`src/rtl/determ_addsub_acc.sv`:
```
// Multi-lane add/subtract-and-average unit for +/-1 deterministic bitstreams.
// Optional macro DETERM_ADDSUB_SAT_EN adds a per-lane saturation flag output.
module determ_addsub_acc #(
    parameter int BIT_WIDTH   = 16,
    parameter int INT_WIDTH   = 1,
    parameter int N_CH        = 2,
    parameter int WINDOW_LOG2 = 4
) (
    input  logic                      CLK,
    input  logic                      RST,
    input  logic                      en,
    input  logic                      clr,
    input  logic                      sub,
    input  logic [N_CH-1:0]           a,
    input  logic [N_CH-1:0]           b,
    output logic [N_CH*BIT_WIDTH-1:0] y,
    output logic                      y_valid
`ifdef DETERM_ADDSUB_SAT_EN
    ,
    output logic [N_CH-1:0]           sat
`endif
);

    localparam int FRAC  = BIT_WIDTH - INT_WIDTH - 1;
    localparam int ACC_W = WINDOW_LOG2 + 3;
    localparam int SH    = FRAC - WINDOW_LOG2;
    localparam int WIDE  = BIT_WIDTH + 4;

    localparam logic signed [ACC_W-1:0] PLUS2  = ACC_W'(2);
    localparam logic signed [ACC_W-1:0] MINUS2 = -PLUS2;
    localparam logic signed [WIDE-1:0]  YMAX   = {{(WIDE-BIT_WIDTH+1){1'b0}}, {(BIT_WIDTH-1){1'b1}}};
    localparam logic signed [WIDE-1:0]  YMIN   = {{(WIDE-BIT_WIDTH+1){1'b1}}, {(BIT_WIDTH-1){1'b0}}};

    generate
        if (FRAC < WINDOW_LOG2) begin : g_bad_cfg
            $error("determ_addsub_acc: FRAC must be >= WINDOW_LOG2");
        end
    endgenerate

    // Subtraction negates B, which for a +/-1 bitstream is just inverting the bit.
    function automatic logic signed [ACC_W-1:0] contrib(input logic ai, input logic bi, input logic sm);
        logic bt;
        bt = sm ? ~bi : bi;
        if (ai && bt)   return PLUS2;
        if (!ai && !bt) return MINUS2;
        return '0;
    endfunction

    function automatic logic signed [WIDE-1:0] scale(input logic signed [ACC_W-1:0] v);
        return WIDE'(v) <<< SH;
    endfunction

    function automatic logic [BIT_WIDTH-1:0] sat_val(input logic signed [ACC_W-1:0] v);
        logic signed [WIDE-1:0] w;
        w = scale(v);
        if (w > YMAX) return YMAX[BIT_WIDTH-1:0];
        if (w < YMIN) return YMIN[BIT_WIDTH-1:0];
        return w[BIT_WIDTH-1:0];
    endfunction

`ifdef DETERM_ADDSUB_SAT_EN
    function automatic logic is_sat(input logic signed [ACC_W-1:0] v);
        logic signed [WIDE-1:0] w;
        w = scale(v);
        return (w > YMAX) || (w < YMIN);
    endfunction

    logic [N_CH-1:0] sat_p1;
`endif

    logic [WINDOW_LOG2-1:0]    cnt_p0;
    logic signed [ACC_W-1:0]   acc_p0 [N_CH];
    logic signed [ACC_W-1:0]   sum_c  [N_CH];
    logic                      win_end;
    logic [N_CH*BIT_WIDTH-1:0] y_p1;
    logic                      vld_p1;

    // Stage 0: per-lane running sum including the current sample
    always_comb begin
        for (int i = 0; i < N_CH; i++) begin
            sum_c[i] = acc_p0[i] + contrib(a[i], b[i], sub);
        end
    end

    assign win_end = en && !clr && (cnt_p0 == '1);

    // Stage 1: window accumulation and registered lane means
    always_ff @(posedge CLK or posedge RST) begin
        if (RST) begin
            cnt_p0 <= '0;
            vld_p1 <= 1'b0;
            y_p1   <= '0;
            for (int i = 0; i < N_CH; i++) acc_p0[i] <= '0;
`ifdef DETERM_ADDSUB_SAT_EN
            sat_p1 <= '0;
`endif
        end else begin
            vld_p1 <= win_end;
            if (clr) begin
                cnt_p0 <= '0;
                for (int i = 0; i < N_CH; i++) acc_p0[i] <= '0;
            end else if (en) begin
                cnt_p0 <= cnt_p0 + 1'b1;
                for (int i = 0; i < N_CH; i++) acc_p0[i] <= win_end ? '0 : sum_c[i];
            end
            if (win_end) begin
                for (int i = 0; i < N_CH; i++) begin
                    y_p1[i*BIT_WIDTH +: BIT_WIDTH] <= sat_val(sum_c[i]);
`ifdef DETERM_ADDSUB_SAT_EN
                    sat_p1[i] <= is_sat(sum_c[i]);
`endif
                end
            end
        end
    end

    assign y       = y_p1;
    assign y_valid = vld_p1;
`ifdef DETERM_ADDSUB_SAT_EN
    assign sat     = sat_p1;
`endif

endmodule

```
`config.mk`:
```
export PLATFORM = sky130hd
export DESIGN_NAME = determ_addsub_acc
export DESIGN_NICKNAME = d
export VERILOG_FILES = /design/src/rtl/determ_addsub_acc.sv
export SDC_FILE = /design/constraint.sdc
export NUM_CORES = 1
export LEC_CHECK = 0
export CAP_MARGIN = 10
export CORE_MARGIN = 10
export CORE_UTILIZATION = 53
export CTS_BUF_LIST = sky130_fd_sc_hd__clkbuf_8
export DETAILED_ROUTE_END_ITERATION = 8
export MAX_ROUTING_LAYER = met4
export PLACE_DENSITY = 0.83
export SLEW_MARGIN = 20
export SYNTH_ARGS = -nofsm -noshare
export SYNTH_HDL_FRONTEND = slang
export SYNTH_SLANG_ARGS = --single-unit
```
`constraint.sdc`:
```
create_clock -name CLK -period 2.45 [get_ports CLK]
set_input_delay 0.245 -clock CLK [delete_from_list [all_inputs] [get_ports CLK]]
set_output_delay 0.245 -clock CLK [all_outputs]
set_load 0.02 [all_outputs]
```
==> impl_metrics.tcl, run 1 <==
set metrics [dict create \
    timing.rr.end "y[27]$_DFFE_PP0P_" \
    track_usage_pct 13.3 \
    clkSlewWorstSetupHoldPaths_ns 0.06 \
    slowest_stage "clkdlybuf4s50_1" \
    crit_chain "clkdlybuf4s50_1, xnor2_2, ha_1, inv_2, ha_4, ha_4, a21o_1, a22oi_1, o211a_1, xnor2_2, buf_4, a21oi_1, o21ai_1" \
    power.total_w 0.00155 \
    synthTopCellsByArea "dfrtp_1 38%, buf_4 7.2%, ha_1 5.7%" \
    powerDensity_mw_per_mm2 589 \
    peakVddDrop_uv 423 \
    fin_skew_ns 0.00522 \
    stdcell_area_mm2 0.00263 \
    p_leak_nw 1.19 \
    wl_met1_um 1800 \
    syn_area_per_cell_um2 9.26 \
    cp_data_arrival_time_ns 2.52 \
    area_delta_synth_final_pct 33.2 \
    design.die.area_mm2 0.00656 \
    final_cell_mix "38 x clkdlybuf4s50_1, 30 x dfrtp_1, 27 x nand2_1, 23 x buf_4, 12 x nor2_1" \
    drc_errors 0 \
    grt_max_degree 31 \
    port_buffers 41 \
    report.final.slew_viol_count 0 \
    yosys_register_bits 30 \
    swShare_pct 32.6 \
    via_per_inst 5.42 \
    critical-path-top-delay-family "compound AO/OA/AOI/OAI gates" \
    dpl_cell_area_mm2 0.00239 \
    relSlewSlack_pct 69.4 \
    die-width_um 81.0 \
    ys_seq_area_share_pct 38.0 \
    drive_gt1_share_pct 22.0 \
    grt_pass1_wl_um 6940 \
    wl_met2_um 1970 \
    p_switching_w 0.000505 \
    drv_cap 0 \
    grt_pass1_vias 1519 \
    row_count 22 \
    met3_length_um 443 \
    cp_max_fo 4 \
    cp-startpoint "b[0]" \
    syn-num-nets 231 \
    fmax_ghz 0.424 \
    hold_viol_final 0 \
    die_h_um 81.0 \
    routed.top_layer "met4" \
    gp_congestion 0.868 \
    drtAntennaViolNets 0 \
    setup_violations 0 \
    cp_num_cells 13 \
    pwr-share-clk_pct 25.7 \
    layout_commonest_cell "clkdlybuf4s50_1" \
    fin_crit_sh_pct 96.2 \
    synth-main-ff-cell "dfrtp_1" \
    antenna_found_initial 0 \
    crit_buf_inv 3 \
    synth_top_area_share_pct 38.0 \
    yosys.cell_types.count 43 \
    syn_inst 213 \
    startpoint_type "input pin" \
    core_region_area_mm2 0.00363 \
    worstSetupPathType "input pin to register" \
    synth_top_area_cell "dfrtp_1" \
    worst_pin_slew_ns 0.458 \
    hpwl_um 3140 \
    syn_area_mm2 0.00197 \
    reg2reg_slack_ns 0.19 \
    p_comb_share_pct 36.1 \
    numCtsBuffers 5 \
    hold_class "input pin to asynchronous set/reset pin" \
    ios 42 \
    outcome "finished, final reports clean" \
    fin_crit_ns 2.36 \
    rr_worst_depth 9 \
    drt_first_pass_iters 5 \
    cts_tree "yes" \
    vias 1641 \
    cts_num_sinks 30 \
    reg2reg_from "acc_p0[2]$_DFFE_PP0P_" \
    p_seq_share_pct 38.2 \
    yosys_warnings 0 \
    synth_edf_count 0 \
    start_util_pct 54.3 \
    htree_num_levels 2 \
    post_drt_wl_per_cell_um 14.1 \
    p_int_w 0.00104 \
    crit_path_end_kind "register" \
    diodes 0 \
    drt_iter0_drc 86 \
    gr-total-overflow 0 \
    final_nets 272 \
    clk_path_buf_depth 2 \
    routed_wl_um 4280 \
    cts_root_buffer "clkbuf_8" \
    clk_latency_ns 0.28 \
    worstPathRequired_ns 2.62 \
    async_flop_share_pct 100 \
    endpoint "y[14]$_DFFE_PP0P_" \
    crit_path_max_incr_delay_ns 0.44 \
]
-- layer usage --
metal | up-vias | track usage, %
met5 | - | -
met2 | 64 | 21.2
met1 | 762 | 15.6
li1 | 807 | -
met4 | 0 | 4.67
met3 | 8 | 4.08
-- power by group through the flow --
stage | Sequential [W] | Clock, W | Combinational, W
3_5_place_dp | 0.000596 | 0 | 0.000488
6_report | 0.000592 | 0.000397 | 0.000559
2_1_floorplan | 0.000596 | 0 | 0.000318
5_1_grt | 0.000601 | 0.000435 | 0.000608
4_1_cts | 0.000589 | 0.000404 | 0.000514
3_3_place_gp | 0.000595 | 0 | 0.000478
-- cell families after synthesis --
logic type / count (synthesis) / share of synthesized area [%]
buf+inv: 40 / 12.2
flops: 30 / 38.0
simple gates: 58 / 14.0
fa+ha+maj: 9 / 5.71
compound gates: 56 / 20.0
mux: 4 / 2.47
xor+xnor: 16 / 7.48
-- worst register-to-register path, delay by kind of cell, from the launching register on --
family / cells / cell delay [ns]
AOI/OAI and AO/OA: 4 / 0.73
xor gates and xnor gates: 1 / 0.27
adders and majority gates: 1 / 0.17
buffers and inverters: 1 / 0.10
DFF: 1 / 0.50
muxes: 1 / 0.31
and+or+nand+nor: 1 / 0.07
-- synthesized netlist by cell type, drive strengths merged, types with 3 or more instances --
cell,count
a21o,6
ha,9
nor2,12
a22oi,5
nand2,27
dfrtp,30
buf,25
a21oi,12
o21ai,13
nand2b,5
clkbuf,6
inv,8
a221o,3
a22o,7
nand3,4
mux2i,3
xnor2,6
xor2,10
-- sequential cells by signal (all words and copies together) (netlist names) --
name,cells
y,13
y_valid,1
acc_p0,12
cnt_p0,4
-- worst min path at each step --
stage / cells after the start / endpoint / start
floorplan: 1 / cnt_p0[0]$_DFFE_PP0P_ / clr
global placement: 2 / y[31]$_DFFE_PP0P_ / y[31]$_DFFE_PP0P_
detailed placement: 2 / y[15]$_DFFE_PP0P_ / y[15]$_DFFE_PP0P_
CTS: 3 / acc_p0[2]$_DFFE_PP0P_ / RST
global route: 3 / cnt_p0[3]$_DFFE_PP0P_ / RST
finish: 3 / acc_p0[4]$_DFFE_PP0P_ / RST
-- timing repair --
action                     in CTS  in global routing
setup endpoints to repair      12                 10
pin swaps                       6                 11
resized for setup              14                 20
buffers inserted                0                  2
gates cloned                    0                  1
hold buffers                    0                  0
-- cell type report --
| type | count | area [um2] |
|---|---|---|
| Fill cell | 251 | 1000 |
| Sequential cell | 30 | 751 |
| Clock inverter | 2 | 8.76 |
| Inverter | 9 | 33.8 |
| Clock buffer | 6 | 82.6 |
| Timing Repair Buffer | 65 | 586 |
| Tap cell | 48 | 60.1 |
| Multi-Input combinational cell | 143 | 1110 |
-- per-stage QoR --
| step | hold slack, ns | TNS, ns | util [%] | std cells | setup WS, ns |
|---|---|---|---|---|---|
| 6_report | 0.331 | 0 | 72.3 | 303 | 0.0935 |
| 3_3_place_gp | 0.460 | -4.75 | 65.9 | 292 | -0.412 |
| 2_1_floorplan | 0.311 | 0 | - | 213 | 0.00467 |
| 5_1_grt | 0.396 | -0.195 | 72.3 | 303 | -0.0581 |
| 4_1_cts | 0.339 | 0 | 70.3 | 300 | 0.00192 |
| 3_5_place_dp | 0.469 | -5.83 | 65.9 | 292 | -0.492 |
(Power assumes the default switching activity.)
==> run 2, diff against run 1 <==
REMOVE_ABC_BUFFERS = 1   (was default)
==> impl_metrics.tcl, run 2 (synthesized netlist as in run 1, its figures left out) <==
set metrics [dict create \
    outcome "finished, final reports clean" \
    rr_worst_depth 5 \
    row_count 22 \
    fillers 274 \
    routed_wl_um 4880 \
    peakVddDrop_uv 466 \
    drtAntennaViolNets 0 \
    setup_violations 0 \
    gp_congestion 0.815 \
    grt_max_degree 31 \
    final_cell_mix "38 x clkdlybuf4s50_1, 30 x dfrtp_1, 27 x nand2_1, 27 x buf_4, 12 x nor2_1" \
    drive_gt1_share_pct 23.3 \
    via_per_inst 5.53 \
    hold_buffers 0 \
    hold_viol_final 0 \
    pre_cts_slack_ns -0.609 \
    power.total_w 0.00157 \
    gr-total-overflow 0 \
    grt_pass1_wl_um 7690 \
    largest_reg_flops 13 \
    clk_latency_ns 0.27 \
    crit_path_end_kind "register" \
    cts_num_sinks 30 \
    crit_top_cell "buf_4" \
    final_nets 275 \
    dpl.cell_count 294 \
    finalNonFillerCells 306 \
    port_buffers 41 \
    post_drt_wl_per_cell_um 16.0 \
    die_h_um 81.0 \
    drt_iter0_drc 118 \
    cts_tree "yes" \
    fin_crit_sh_pct 98.5 \
    startpoint_type "input pin" \
    diodes 0 \
    start_util_pct 54.3 \
    hpwl_um 3430 \
    worstPathRequired_ns 2.61 \
    slowest_stage "clkdlybuf4s50_1" \
    crit_chain "clkdlybuf4s50_1, xnor2_2, ha_1, inv_1, ha_4, buf_4, nand2_1, o32ai_1, a31oi_1, xor2_2, buf_4, a21oi_1, o21ai_1" \
    worstSetupPathType "input pin to register" \
    numCtsBuffers 5 \
    rsz0062_at_grt "yes" \
    layout_commonest_cell "clkdlybuf4s50_1" \
    cp_max_fo 9 \
    relSlewSlack_pct 71.2 \
    p_leak_nw 1.20 \
    track_usage_pct 15.1 \
    powerDensity_mw_per_mm2 592 \
    timing.rr.end "y[29]$_DFFE_PP0P_" \
    core_region_area_mm2 0.00363 \
    grt_pass1_vias 1684 \
    hold_class "input pin to asynchronous set/reset pin" \
    setup_ws_ns 0.0378 \
    ios 42 \
    htree_num_levels 2 \
    drv_cap 0 \
    antenna_found_initial 0 \
    cts_root_buffer "clkbuf_8" \
    reg2reg_slack_ns 0.27 \
    clkSlewWorstSetupHoldPaths_ns 0.06 \
    vias 1691 \
    cp_data_arrival_time_ns 2.57 \
    design.die.area_mm2 0.00656 \
    fin_crit_ns 2.41 \
    crit_path_max_incr_delay_ns 0.51 \
    drc_errors 0 \
    clk_path_buf_depth 2 \
    drt_first_pass_iters 4 \
    fin_skew_ns 0.00375 \
    worst_pin_slew_ns 0.432 \
    area_delta_synth_final_pct 34.7 \
    die-width_um 81.0 \
    report.final.slew_viol_count 0 \
    reg2reg_from "acc_p0[2]$_DFFE_PP0P_" \
    fmax_ghz 0.415 \
]
-- run 2: cell count changes in the layout (fill, tap and decap cells not counted), moves of 2 or more --
cell / change
o21ai_0: -2
xor2_1: -2
dlygate4sd2_1: +2
xor2_2: +3
o21ai_1: +2
buf_4: +4
-- run 2: power breakdown --
| part | switching [W] | internal, W | total (W) |
|---|---|---|---|
| registers | 0.0000592 | 0.000538 | 0.000598 |
| clock network | 0.000179 | 0.000225 | 0.000404 |
| logic | 0.000288 | 0.000283 | 0.000571 |
-- run 2: per-layer routing --
metal / vias to the layer above / routed length (um) / GRT usage, % / part of all wire [%]
met5: - / 0 / - / 0
met1: 820 / 2060 / 18.1 / 42
met4: 0 / 40 / 4.50 / 0.82
li1: 810 / - / - / -
met2: 56 / 2480 / 23.6 / 51
met3: 5 / 306 / 5.08 / 6.3
-- run 2: area by class of cell --
type / instances / area, um2 / area share (%)
Multi-Input combinational cell: 143 / 1110 / 41.9
Sequential cell: 30 / 751 / 28.2
Tap cell: 48 / 60.1 / 2.26
Inverter: 9 / 33.8 / 1.27
Timing Repair Buffer: 68 / 606 / 22.8
Clock inverter: 2 / 12.5 / 0.471
Clock buffer: 6 / 82.6 / 3.11
-- run 2: per-stage QoR --
step | hold slack (ns) | cell area, um2 | utilization, % | TNS (ns)
6_report | 0.354 | 2660 | 73.2 | 0
5_1_grt | 0.389 | 2660 | 73.2 | -0.323
4_1_cts | 0.370 | 2580 | 71.0 | 0
3_5_place_dp | 0.465 | 2410 | 66.3 | -7.40
3_3_place_gp | 0.468 | 2410 | 66.3 | -6.21
2_1_floorplan | 0.311 | 1770 | - | -0.172
-- run 2: how the worst max path moves through the flow --
stage          start                 to  slack [ns]  cells past startpoint
3_3_place_gp     sub  y[29]$_DFFE_PP0P_       -0.56                     12
2_1_floorplan    sub  y[28]$_DFFE_PP0P_       -0.06                      9
6_report        b[0]  y[13]$_DFFE_PP0P_        0.04                     13
3_5_place_dp     sub  y[29]$_DFFE_PP0P_       -0.61                     12
5_1_grt         b[0]  y[14]$_DFFE_PP0P_       -0.07                     13
4_1_cts         b[0]  y[12]$_DFFE_PP0P_       0.006                     12
-- run 2: worst max-delay path, delay by kind of cell --
family,cells,cell delay (ns)
adders and majority gates,2,0.41
xor gates and xnor gates,2,0.34
and+or+nand+nor,1,0.05
buffers and inverters,4,0.89
AOI/OAI and AO/OA,4,0.63
-- run 2: repair_timing --
item,CTS,global route
gates resized for setup,17,17
endpoints found under the setup margin,13,9
buffers inserted,2,2
pin swaps,6,6
==> run 3, diff against run 2 <==
ABC_AREA = 1   (was default)
PLACE_DENSITY = 0.82   (was 0.83)
==> impl_metrics.tcl, run 3 <==
set metrics [dict create \
    cp_max_fo 3 \
    die-width_um 83.1 \
    gp_congestion 0.843 \
    async_flop_share_pct 100 \
    finalNonFillerCells 353 \
    synth_edf_count 0 \
    cp_data_arrival_time_ns 2.36 \
    wl_met2_um 2370 \
    stdcell_area_mm2 0.00262 \
    report.final.slew_viol_count 0 \
    synthTopCellsByArea "dfrtp_1 36%, nand2_1 15%, buf_4 6.8%" \
    fmax_ghz 0.457 \
    hold_viol_final 0 \
    grt_pass1_vias 1739 \
    worstPathRequired_ns 2.62 \
    syn_area_mm2 0.00211 \
    pre_cts_slack_ns -0.0564 \
    startpoint_type "input pin" \
    rsz0062_at_grt "no" \
    clk_latency_ns 0.28 \
    layout_commonest_cell "nand2_1" \
    port_buffers 41 \
    start_util_pct 56.4 \
    synth_top_area_cell "dfrtp_1" \
    grt_pass1_wl_um 8040 \
    routed_wl_um 4550 \
    largest_reg_flops 13 \
    clkSlewWorstSetupHoldPaths_ns 0.07 \
    wl_met1_um 1900 \
    peakVddDrop_uv 434 \
    antenna_found_initial 0 \
    post-synth-top-count-cell "nand2_1" \
    powerDensity_mw_per_mm2 621 \
    crit_path_end_kind "register" \
    syn_inst 270 \
    area_delta_synth_final_pct 24.0 \
    outcome "finished, final reports clean" \
    dpl.cell_count 345 \
    hold_class "input pin to asynchronous set/reset pin" \
    worstSetupPathType "input pin to register" \
    dpl_cell_area_mm2 0.00247 \
    final_cell_mix "82 x nand2_1, 41 x clkdlybuf4s50_1, 30 x inv_1, 30 x dfrtp_1, 13 x nand2_2" \
    numCtsBuffers 5 \
    routed.top_layer "met4" \
    drt_first_pass_iters 4 \
    drv_cap 0 \
    post_drt_wl_per_cell_um 12.9 \
    row_count 22 \
    yosys_warnings 0 \
    post_cts_buffers 0 \
    synth-main-ff-cell "dfrtp_1" \
    relSlewSlack_pct 69.4 \
    fin_crit_sh_pct 89.3 \
    drc_errors 0 \
    ios 42 \
    gr-total-overflow 0 \
    grt_max_degree 31 \
    final_nets 322 \
    ys_seq_area_share_pct 35.6 \
    yosys.cell_types.count 28 \
    hpwl_um 3480 \
    track_usage_pct 13.9 \
    cts_root_buffer "clkbuf_8" \
    drtAntennaViolNets 0 \
    core_region_area_mm2 0.00374 \
    fillers 321 \
    drive_gt1_share_pct 20.0 \
    hold_buffers 0 \
    diodes 0 \
    die_h_um 83.1 \
    met3_length_um 248 \
    synth_top_area_share_pct 35.6 \
    yosys_register_bits 30 \
    fin_skew_ns 0.00654 \
    fin_crit_ns 2.19 \
    htree_num_levels 2 \
    worst_pin_slew_ns 0.458 \
    cp-startpoint "sub" \
    synth_common_cells "82 x nand2_1, 30 x dfrtp_1, 30 x inv_1, 19 x buf_4, 13 x nand2_2" \
    setup_ws_ns 0.262 \
    cts_tree "yes" \
    syn_area_per_cell_um2 7.81 \
    setup_violations 0 \
    clk_path_buf_depth 2 \
    design.die.area_mm2 0.00690 \
    power.total_w 0.00162 \
    p_leak_nw 1.34 \
    drt_iter0_drc 100 \
    via_per_inst 4.91 \
    vias 1734 \
    reg2reg_from "acc_p0[9]$_DFFE_PP0P_" \
    cts_num_sinks 30 \
    cts.repair.resized 0 \
]
run 3: cell types whose count changed after synthesis, moves of 5 or more:
| cell | previous run | this run |
|---|---|---|
| nand2b_1 | 5 | 0 |
| a21o_1 | 6 | 1 |
| nor2_1 | 12 | 6 |
| inv_2 | 0 | 8 |
| nand2_2 | 0 | 13 |
| xor2_1 | 9 | 4 |
| nand2_1 | 27 | 82 |
| nand3_1 | 4 | 10 |
| a21oi_1 | 12 | 3 |
| inv_1 | 8 | 30 |
| a22oi_1 | 5 | 0 |
| clkbuf_1 | 6 | 1 |
| a22o_1 | 6 | 0 |
| nand3_2 | 0 | 8 |
run 3: metal layers:
layer / vias to the layer above / global-route usage (%)
met4: 0 / 3.38
met5: - / -
met2: 42 / 24.7
met1: 806 / 14.6
met3: 4 / 4.39
li1: 882 / -
run 3: power breakdown:
group	switching, W	total (W)	internal, W
Sequential	0.0000312	0.000562	0.000531
Clock	0.000189	0.000622	0.000434
Combinational	0.000256	0.000440	0.000184
run 3: area by class of cell:
type / instances / area, um2 / share of cell area, %
flip-flops and latches: 30 / 751 / 28.7
inverters: 40 / 155 / 5.93
multi-input cells: 177 / 1030 / 39.4
clock buffers: 6 / 82.6 / 3.16
repair buffers: 50 / 478 / 18.3
clock inverters: 2 / 60.1 / 2.30
well taps: 48 / 60.1 / 2.30
run 3: cell families after synthesis:
family          count (synthesis)  share of synthesized area, %
fa+ha+maj                       9                          5.34
compound gates                 25                          6.58
buf+inv                        63                          15.6
xor+xnor                       12                          6.05
flops                          30                          35.6
simple gates                  131                          30.8
run 3: final timing paths:
path	to	slack, ns	depth (start not counted)
setup reg to reg	y[11]$_DFFE_PP0P_	0.67	12
setup / recovery	y[11]$_DFFE_PP0P_	0.26	15
max in group asynchronous	y[26]$_DFFE_PP0P_	1.82	3
min in group CLK	y[13]$_DFFE_PP0P_	0.48	2
hold / removal	acc_p0[11]$_DFFE_PP0P_	0.35	3
hold reg to reg	y[13]$_DFFE_PP0P_	0.48	2
run 3: worst max-delay path: stages:
cell and delay, ns:
clkdlybuf4s50_1 0.45, xnor2_1 0.24, ha_1 0.25, xnor2_2 0.13, inv_1 0.06, ha_1 0.19
a21o_1 0.18, nand3_1 0.10, nand3_1 0.09, nand2_2 0.12, nand3_2 0.09, nand2_1 0.08
inv_2 0.04, nand2_1 0.05, nand2_1 0.05
run 3: metrics by stage:
| stage | TNS, ns | hold slack (ns) | util (%) |
|---|---|---|---|
| floorplan | 0 | 0.318 | - |
| global placement | 0 | 0.461 | 66.1 |
| detailed placement | -0.176 | 0.464 | 66.1 |
| CTS | 0 | 0.359 | 69.9 |
| global route | 0 | 0.378 | 69.9 |
| finish | 0 | 0.348 | 69.9 |
